`config.mk`:
```
export PLATFORM = sky130hd
export DESIGN_NAME = ace_snoop_responder
export DESIGN_NICKNAME = d
export VERILOG_FILES = /design/src/rtl/ace_pkg.sv /design/src/rtl/ace_snoop_responder.sv
export SDC_FILE = /design/constraint.sdc
export NUM_CORES = 1
export LEC_CHECK = 0
export CORE_UTILIZATION = 46
export CTS_BUF_LIST = sky130_fd_sc_hd__clkbuf_8
export DETAILED_ROUTE_END_ITERATION = 6
export PLACE_DENSITY = 0.95
export SETUP_SLACK_MARGIN = 0.1
export SLEW_MARGIN = 20
export SYNTH_ARGS = -nofsm -noshare
export SYNTH_HDL_FRONTEND = slang
export SYNTH_SLANG_ARGS = --single-unit
export TNS_END_PERCENT = 5
```
`constraint.sdc`:
```
create_clock -name clk_i -period 3 [get_ports clk_i]
set_clock_uncertainty 0.05 [all_clocks]
set_input_delay 0.75 -clock clk_i [delete_from_list [all_inputs] [get_ports clk_i]]
set_output_delay 0.75 -clock clk_i [all_outputs]
set_load 0.005 [all_outputs]
```
`src/rtl/ace_pkg.sv`:
```
// Shared ACE snoop types: channel structs, ACSNOOP encodings, CRRESP fields and
// the hit/miss response table used by the snoop responder.
package ace_pkg;

  localparam int unsigned AddrWidth = 32;
  localparam int unsigned DataWidth = 64;

  typedef logic [AddrWidth-1:0] addr_t;
  typedef logic [DataWidth-1:0] data_t;

  typedef logic [3:0] acsnoop_t;

  localparam acsnoop_t ACS_READ_ONCE       = 4'b0000;
  localparam acsnoop_t ACS_READ_SHARED     = 4'b0001;
  localparam acsnoop_t ACS_READ_CLEAN      = 4'b0010;
  localparam acsnoop_t ACS_READ_NSD        = 4'b0011;
  localparam acsnoop_t ACS_READ_UNIQUE     = 4'b0111;
  localparam acsnoop_t ACS_CLEAN_SHARED    = 4'b1000;
  localparam acsnoop_t ACS_CLEAN_INVALID   = 4'b1001;
  localparam acsnoop_t ACS_MAKE_INVALID    = 4'b1101;

  // Bit 0 is DataTransfer, bit 4 is WasUnique.
  typedef struct packed {
    logic was_unique;
    logic is_shared;
    logic pass_dirty;
    logic error;
    logic data_transfer;
  } crresp_t;

  typedef struct packed {
    addr_t    addr;
    acsnoop_t snoop;
    logic [2:0] prot;
  } ac_chan_t;

  typedef struct packed {
    data_t data;
    logic  last;
  } cd_chan_t;

  typedef struct packed {
    logic     ac_valid;
    ac_chan_t ac;
    logic     cr_ready;
    logic     cd_ready;
  } snoop_req_t;

  typedef struct packed {
    logic     ac_ready;
    logic     cr_valid;
    crresp_t  cr_resp;
    logic     cd_valid;
    cd_chan_t cd;
  } snoop_resp_t;

  typedef enum logic [2:0] {
    ST_IDLE,
    ST_LOOKUP,
    ST_CR,
    ST_CD,
    ST_UPDATE
  } snoop_state_e;

  typedef struct packed {
    crresp_t resp;
    logic    update;
    logic    invalidate;
    logic    clean;
  } snoop_decode_t;

  // A miss answers all-zero with no data and no state change.
  function automatic snoop_decode_t snoop_resp_decode(input acsnoop_t snoop,
                                                      input logic hit,
                                                      input logic dirty,
                                                      input logic shared);
    snoop_decode_t d;
    d = '0;
    if (hit) begin
      d.resp.was_unique = !shared;
      case (snoop)
        ACS_READ_ONCE: begin
          d.resp.data_transfer = 1'b1;
          d.resp.is_shared     = 1'b1;
        end
        ACS_READ_CLEAN, ACS_READ_SHARED, ACS_READ_NSD: begin
          d.resp.data_transfer = 1'b1;
          d.resp.pass_dirty    = dirty;
          d.resp.is_shared     = 1'b1;
          d.clean              = dirty;
        end
        ACS_READ_UNIQUE: begin
          d.resp.data_transfer = 1'b1;
          d.resp.pass_dirty    = dirty;
          d.invalidate         = 1'b1;
        end
        ACS_CLEAN_INVALID: begin
          d.resp.data_transfer = dirty;
          d.resp.pass_dirty    = dirty;
          d.invalidate         = 1'b1;
        end
        ACS_CLEAN_SHARED: begin
          d.resp.data_transfer = dirty;
          d.resp.pass_dirty    = dirty;
          d.resp.is_shared     = 1'b1;
          d.clean              = dirty;
        end
        ACS_MAKE_INVALID: begin
          d.invalidate = 1'b1;
        end
        default: begin
          d.resp.error = 1'b1;
        end
      endcase
    end
    d.update = d.invalidate | d.clean;
    return d;
  endfunction

endpackage

```
`src/rtl/ace_snoop_responder.sv`:
```
// ACE snoop responder: accepts one AC snoop at a time, looks up the cache tag,
// answers on CR, streams the line on CD when required and updates line state.
module ace_snoop_responder
  import ace_pkg::*;
#(
  parameter type         addr_t       = ace_pkg::addr_t,
  parameter type         data_t       = ace_pkg::data_t,
  parameter type         snoop_req_t  = ace_pkg::snoop_req_t,
  parameter type         snoop_resp_t = ace_pkg::snoop_resp_t,
  parameter int unsigned AXLEN        = 0,
  localparam int unsigned BeatW       = (AXLEN > 0) ? $clog2(AXLEN + 1) : 1
) (
  input  logic             clk_i,
  input  logic             rst_ni,
  input  snoop_req_t       snoop_req_i,
  output snoop_resp_t      snoop_resp_o,
  output logic             lookup_valid_o,
  output addr_t            lookup_addr_o,
  input  logic             lookup_ready_i,
  input  logic             hit_i,
  input  logic             dirty_i,
  input  logic             shared_i,
  output logic             rd_valid_o,
  output logic [BeatW-1:0] rd_beat_o,
  input  logic             rd_ready_i,
  input  data_t            rd_data_i,
  output logic             upd_valid_o,
  output logic             upd_invalidate_o,
  output logic             upd_clean_o,
  input  logic             upd_ready_i,
  output snoop_state_e     state_o
);

  // Every channel transfers on the cycle where valid and ready are both high;
  // a valid, once raised, holds its payload stable until that cycle.

  snoop_state_e     state_q, state_d;
  addr_t            addr_q;
  acsnoop_t         snoop_q;
  crresp_t          cr_resp_q;
  logic             upd_req_q, upd_inv_q, upd_clean_q;
  data_t            cd_data_q;
  logic             cd_full_q;
  logic [BeatW-1:0] beat_q;
  snoop_decode_t    dec;

  logic ac_hs, lk_hs, cr_hs, rd_hs, cd_hs, up_hs, beat_last;
  logic unused_prot;

  assign unused_prot = ^snoop_req_i.ac.prot;

  assign dec = snoop_resp_decode(snoop_q, hit_i, dirty_i, shared_i);

  assign beat_last = (beat_q == BeatW'(AXLEN));
  assign ac_hs = (state_q == ST_IDLE)   && snoop_req_i.ac_valid;
  assign lk_hs = (state_q == ST_LOOKUP) && lookup_ready_i;
  assign cr_hs = (state_q == ST_CR)     && snoop_req_i.cr_ready;
  assign rd_hs = (state_q == ST_CD)     && !cd_full_q && rd_ready_i;
  assign cd_hs = (state_q == ST_CD)     && cd_full_q && snoop_req_i.cd_ready;
  assign up_hs = (state_q == ST_UPDATE) && upd_ready_i;

  always_ff @(posedge clk_i or negedge rst_ni) begin
    if (!rst_ni) begin
      state_q <= ST_IDLE;
    end else begin
      state_q <= state_d;
    end
  end

  always_comb begin
    state_d = state_q;
    case (state_q)
      ST_IDLE:   if (ac_hs) state_d = ST_LOOKUP;
      ST_LOOKUP: if (lk_hs) state_d = ST_CR;
      ST_CR: begin
        if (cr_hs) begin
          if (cr_resp_q.data_transfer) state_d = ST_CD;
          else if (upd_req_q)          state_d = ST_UPDATE;
          else                         state_d = ST_IDLE;
        end
      end
      ST_CD: begin
        if (cd_hs && beat_last) state_d = upd_req_q ? ST_UPDATE : ST_IDLE;
      end
      ST_UPDATE: if (up_hs) state_d = ST_IDLE;
      default:   state_d = ST_IDLE;
    endcase
  end

  // Response and update flags are frozen at lookup so later hit/dirty changes
  // on the cache side cannot disturb a CR that is already being offered.
  always_ff @(posedge clk_i or negedge rst_ni) begin
    if (!rst_ni) begin
      addr_q      <= '0;
      snoop_q     <= '0;
      cr_resp_q   <= '0;
      upd_req_q   <= 1'b0;
      upd_inv_q   <= 1'b0;
      upd_clean_q <= 1'b0;
      cd_data_q   <= '0;
      cd_full_q   <= 1'b0;
      beat_q      <= '0;
    end else begin
      if (ac_hs) begin
        addr_q  <= snoop_req_i.ac.addr;
        snoop_q <= snoop_req_i.ac.snoop;
      end
      if (lk_hs) begin
        cr_resp_q   <= dec.resp;
        upd_req_q   <= dec.update;
        upd_inv_q   <= dec.invalidate;
        upd_clean_q <= dec.clean;
      end
      if (rd_hs) begin
        cd_data_q <= rd_data_i;
        cd_full_q <= 1'b1;
      end
      if (cd_hs) begin
        cd_full_q <= 1'b0;
        beat_q    <= beat_last ? '0 : beat_q + BeatW'(1);
      end
    end
  end

  always_comb begin
    snoop_resp_o          = '0;
    snoop_resp_o.ac_ready = (state_q == ST_IDLE);
    snoop_resp_o.cr_valid = (state_q == ST_CR);
    snoop_resp_o.cr_resp  = cr_resp_q;
    snoop_resp_o.cd_valid = (state_q == ST_CD) && cd_full_q;
    snoop_resp_o.cd.data  = cd_data_q;
    snoop_resp_o.cd.last  = cd_full_q && beat_last;
  end

  assign lookup_valid_o   = (state_q == ST_LOOKUP);
  assign lookup_addr_o    = addr_q;
  assign rd_valid_o       = (state_q == ST_CD) && !cd_full_q;
  assign rd_beat_o        = beat_q;
  assign upd_valid_o      = (state_q == ST_UPDATE);
  assign upd_invalidate_o = upd_inv_q;
  assign upd_clean_o      = upd_clean_q;
  assign state_o          = state_q;

endmodule

```
==> results.sh, run 1 <==
export IMPL_layout_setup_ws_ns=0.245
export IMPL_synth_top_cells_by_count="dfrtp_1 (112), mux2_4 (60), mux2_2 (39)"
export IMPL_vias=3299
export IMPL_grt_pass1_wl_um=19100
export IMPL_post_route_period_util=0.918
export IMPL_clock_fmax_mhz=363
export IMPL_grt_max_degree=52
export IMPL_yosysWarnings=0
export IMPL_drt_iter0_drc=98
export IMPL_slew_limit_headroom=0.574
export IMPL_nets=634
export IMPL_routed_wl_um=11800
export IMPL_synth_seq_cells=112
export IMPL_n_antenna_cell=0
export IMPL_cts_tree="yes"
export IMPL_p_leak_nw=3.08
export IMPL_syn_nets=412
export IMPL_cts_buffers=9
export IMPL_syn_area_um2=4780
export IMPL_ys_top_cells_by_area="dfrtp_1 (59%), mux2_4 (19%), mux2_2 (9.2%)"
export IMPL_wl_met2_um=6020
export IMPL_report_final_slew_viol_count=0
export IMPL_grt_pass1_vias=3461
export IMPL_cts_root_buf="clkbuf_8"
export IMPL_rows=36
export IMPL_cts_path_max_buffers=2
export IMPL_netlist_area_leader_share=0.587
export IMPL_syn_area_per_cell_um2=16.0
export IMPL_arrival_ns=1.96
export IMPL_wl_per_cell_um=17.9
export IMPL_gp_congestion=0.873
export IMPL_power_density_nw_per_um2=955
export IMPL_die_x_um=104
export IMPL_area_growth_synth_to_final_pct=52.0
export IMPL_cts_hold_buf=0
export IMPL_h_tree_depth=3
export IMPL_ys_seq_area_frac=0.587
export IMPL_fin_cells=658
export IMPL_post_cts_resized=0
export IMPL_ios=228
export IMPL_numPortBuffers=223
export IMPL_rsz0062_at_grt="no"
export IMPL_via_per_inst=5.01
export IMPL_cp_max_fo=15
export IMPL_synth_largest_area_cell="dfrtp_1"
export IMPL_min_period_ns=2.76
export IMPL_clock_sinks=112
export IMPL_ant_nets=0
export IMPL_clkTransAtPathRegs_ns=0.10
export IMPL_r2r_setup_slack_ns=0.87
export IMPL_ys_async_sr_fraction=1.00
export IMPL_die_h_um=104
export IMPL_worstSetupPathType="reg2out"
export IMPL_start_util=0.482
export IMPL_place_hpwl_um=8870
export IMPL_outcome="complete, no violations"
export IMPL_clk_latency_ns=0.37
export IMPL_drive_above_1_share=0.238
export IMPL_coreArea_um2=9910
export IMPL_grt_overflow=0
export IMPL_synthMostInstantiatedCell="dfrtp_1"
export IMPL_routed_wl_met3_um=955
export IMPL_ys_types=39
export IMPL_synth_flop_cell="dfrtp_1"
export IMPL_place_ws_ns=0.540
export IMPL_fin_total_pwr_mw=6.93
export IMPL_hold_viol=0
export IMPL_cap_violations=0
export IMPL_antenna_found_initial=0
export IMPL_start_kind="register"
export IMPL_setup_violations_final=0
export IMPL_end_kind="primary output"
export IMPL_route_detailed_drc=0
export IMPL_synth_edf_count=0
export IMPL_top_layer_used="met4"
export IMPL_dr_pass1_iters=4
export IMPL_fin_setup_tns_ns=0
export IMPL_grt_total_usage=0.229
export IMPL_cts_setup_buffers=0
export IMPL_dp_cells=642
export IMPL_worstPathRequired_ns=2.20
export IMPL_die_area_um2=10800
export IMPL_ir_drop_v=0.000671
export IMPL_min_delay_path_class="in2async"
export IMPL_wl_met1_um=4660
export IMPL_worst_pin_slew_ns=0.639
export IMPL_postSynthCellCount=298
cells by family after synthesis:
kind of cell / count (synthesis) / synth area share
flops: 112 / 0.587
compound gates: 27 / 0.0367
mux: 101 / 0.285
buf+inv: 24 / 0.0495
other cells: 1 / 0.000785
simple gates: 33 / 0.0416
sequential cells by signal, indices dropped and copies added, names as in the netlist:
register / cells
lookup_addr_o: 32
state_o: 3
upd_clean_o: 1
cd_full_q: 1
snoop_q: 4
snoop_resp_o: 5
cd_data_q: 64
upd_req_q: 1
upd_invalidate_o: 1
report_power, final:
group          switching [mW]  internal (mW)
Combinational           0.940           2.30
Clock                   0.501          0.438
Sequential              0.515           2.24
Total                    1.96           4.98
per-stage QoR:
step / hold slack, ns / util / area, µm²
floorplan: 0.404 / - / 4780
global placement: 0.420 / 0.711 / 7050
detailed placement: 0.432 / 0.711 / 7050
CTS: 0.341 / 0.733 / 7260
global route: 0.373 / 0.733 / 7260
finish: 0.347 / 0.733 / 7260
layout by cell type, fill, tap and decap left out, types with 3 or more instances in the layout:
cell               n
nor2b_1            3
mux2_2            39
mux2_4            60
clkbuf_8          11
buf_4              4
dfrtp_1          112
buf_12             3
a21oi_1            5
nand2_1           10
and2_1             3
clkdlybuf4s50_1  222
inv_1              6
o21ai_0            8
o31ai_1            3
worst paths after layout:
kind,cells past startpoint,end,start
hold / removal,1,cd_data_q[9],rst_ni
setup / recovery,2,snoop_resp_o[72],state_o[1]
max in group asynchronous,2,cd_data_q[14],rst_ni
min in group clk_i,2,upd_invalidate_o,upd_invalidate_o
setup reg to reg,4,lookup_addr_o[7],state_o[1]
hold reg to reg,2,upd_invalidate_o,upd_invalidate_o
critical path: stages, from the launching register on:
cell             delay, ns
dfrtp_1               0.54
nor3_1                0.45
clkdlybuf4s50_1       0.60
routing by layer:
layer | up-vias | track usage
li1 | 1491 | -
met3 | 14 | 0.0789
met2 | 158 | 0.390
met1 | 1636 | 0.275
met5 | - | 0
met4 | 0 | 0.0673
area by class of cell:
type | count | area [µm²]
Clock buffer | 11 | 151
Fill cell | 614 | 2650
Clock inverter | 5 | 63.8
Timing Repair Buffer | 229 | 2310
Multi-Input combinational cell | 162 | 1740
Inverter | 6 | 22.5
Tap cell | 133 | 166
Sequential cell | 112 | 2800
Power figures use the tool's default switching activity.
==> run 2, diff against run 1 <==
--- a/config.mk
+++ b/config.mk
@@ -5,12 +5,14 @@
 export SDC_FILE = /design/constraint.sdc
 export NUM_CORES = 1
 export LEC_CHECK = 0
+export CAP_MARGIN = 25
+export CORE_ASPECT_RATIO = 2
 export CORE_UTILIZATION = 46
 export CTS_BUF_LIST = sky130_fd_sc_hd__clkbuf_8
 export DETAILED_ROUTE_END_ITERATION = 6
 export PLACE_DENSITY = 0.95
 export SETUP_SLACK_MARGIN = 0.1
-export SLEW_MARGIN = 20
+export SLEW_MARGIN = 30
 export SYNTH_ARGS = -nofsm -noshare
 export SYNTH_HDL_FRONTEND = slang
 export SYNTH_SLANG_ARGS = --single-unit
==> results.sh, run 2 (synthesized netlist as in run 1, its figures left out) <==
export IMPL_grt_pass1_vias=3777
export IMPL_slowest_delay_ns=0.62
export IMPL_ant_nets=0
export IMPL_grt_pass1_wl_um=19300
export IMPL_slew_limit_headroom=0.568
export IMPL_dpl_cell_area_um2=7050
export IMPL_intPower_mw=4.94
export IMPL_drive_above_1_share=0.239
export IMPL_fillers=664
export IMPL_hold_viol=0
export IMPL_route_detailed_drc=0
export IMPL_cp_max_fo=15
export IMPL_cts_hold_buf=0
export IMPL_place_hpwl_um=9530
export IMPL_r2r_cells=4
export IMPL_arrival_ns=1.98
export IMPL_start_kind="register"
export IMPL_cp_cell_sequence="nor3b_1, clkdlybuf4s50_1"
export IMPL_post_cts_resized=0
export IMPL_antenna_found_initial=0
export IMPL_layout_commonest_cell="clkdlybuf4s50_1"
export IMPL_clock_fmax_mhz=359
export IMPL_fin_setup_tns_ns=0
export IMPL_worstPathRequired_ns=2.20
export IMPL_vias=3387
export IMPL_power_frac_comb=0.469
export IMPL_layout_setup_ws_ns=0.217
export IMPL_outcome="complete, no violations"
export IMPL_final_cell_mix="clkdlybuf4s50_1 (222), dfrtp_1 (112), mux2_4 (60)"
export IMPL_fin_cells=662
export IMPL_post_route_period_util=0.928
export IMPL_min_delay_path_class="in2async"
export IMPL_setup_violations_final=0
export IMPL_worst_pin_slew_ns=0.648
export IMPL_drt_iter0_drc=116
export IMPL_switchingPower_mw=1.99
export IMPL_routed_wl_um=12500
export IMPL_numPortBuffers=223
export IMPL_grt_max_degree=70
export IMPL_n_antenna_cell=0
export IMPL_start_util=0.474
export IMPL_cts_buffers=9
export IMPL_clkTransAtPathRegs_ns=0.11
export IMPL_die_x_um=74.1
export IMPL_design_area_um2=7260
export IMPL_min_period_ns=2.78
export IMPL_nets=636
export IMPL_power_density_nw_per_um2=955
export IMPL_via_per_inst=5.12
export IMPL_cts_root_buf="clkbuf_8"
export IMPL_gp_congestion=0.797
export IMPL_clk_latency_ns=0.36
export IMPL_end_kind="primary output"
export IMPL_largest_register_ffs=64
export IMPL_cap_violations=0
export IMPL_slowest_stage="dfrtp_1"
export IMPL_cts_setup_buffers=0
export IMPL_dr_pass1_iters=4
export IMPL_area_growth_synth_to_final_pct=52.0
export IMPL_cts_tree="yes"
export IMPL_clock_sinks=112
export IMPL_p_leak_nw=3.09
export IMPL_die_area_um2=10800
export IMPL_p_sw_frac=0.287
export IMPL_ir_drop_v=0.000568
export IMPL_hold_slack_ns=0.309
export IMPL_grt_total_usage=0.241
export IMPL_final_util=0.720
export IMPL_coreArea_um2=10100
export IMPL_pwr_share_clk=0.132
export IMPL_ios=228
export IMPL_cts_path_max_buffers=2
export IMPL_wl_per_cell_um=18.9
export IMPL_worstSetupPathType="reg2out"
export IMPL_h_tree_depth=3
export IMPL_dp_cells=646
export IMPL_top_register="cd_data_q"
export IMPL_place_ws_ns=0.501
export IMPL_fin_total_pwr_mw=6.93
export IMPL_report_final_slew_viol_count=0
export IMPL_rows=52
export IMPL_rsz0062_at_grt="no"
export IMPL_power_frac_seq=0.398
export IMPL_die_h_um=146
export IMPL_grt_overflow=0
## run 2: cell count changes in the layout (fill, tap and decap cells not counted)
cell	before	now
buf_4	4	6
clkinvlp_4	1	0
clkbuf_8	11	10
buf_12	3	2
buf_6	0	1
inv_1	6	7
clkinv_4	2	3
## run 2: layout make-up
class / instances / area (µm²) / area share
multi-input cells: 162 / 1740 / 0.240
clock inverters: 6 / 68.8 / 0.00948
well taps: 135 / 169 / 0.0233
repair buffers: 231 / 2320 / 0.319
flip-flops and latches: 112 / 2800 / 0.386
clock buffers: 10 / 138 / 0.0190
inverters: 6 / 22.5 / 0.00310
## run 2: critical path: cells and delay by family (launching register included)
kind	cells	cell delay, ns
buffers and inverters	1	0.58
AND/OR/NAND/NOR	1	0.42
flip-flops	1	0.62
## run 2: power groups by stage
stage / Combinational [mW] / Sequential (mW) / Clock [mW]
detailed placement: 3.27 / 2.77 / 0
global placement: 3.16 / 2.70 / 0
CTS: 3.29 / 2.76 / 0.956
finish: 3.26 / 2.76 / 0.917
global route: 3.46 / 2.85 / 1.02
floorplan: 1.40 / 2.71 / 0
## run 2: layer usage
| layer | GRT usage | part of all wire | up-vias |
|---|---|---|---|
| li1 | - | - | 1492 |
| met1 | 0.255 | 0.34 | 1692 |
| met4 | 0.107 | 0.037 | 0 |
| met5 | 0 | 0 | - |
| met3 | 0.0600 | 0.065 | 35 |
| met2 | 0.430 | 0.56 | 168 |
## run 2: final timing paths
kind | slack, ns | from | endpoint
max | 0.22 | state_o[1] | snoop_resp_o[71]
min | 0.31 | rst_ni | lookup_addr_o[10]
max reg2reg | 0.81 | state_o[1] | cd_data_q[0]
min reg2reg | 0.46 | snoop_resp_o[70] | snoop_resp_o[70]
max in group asynchronous | 1.89 | rst_ni | lookup_addr_o[12]
min in group clk_i | 0.46 | snoop_resp_o[70] | snoop_resp_o[70]
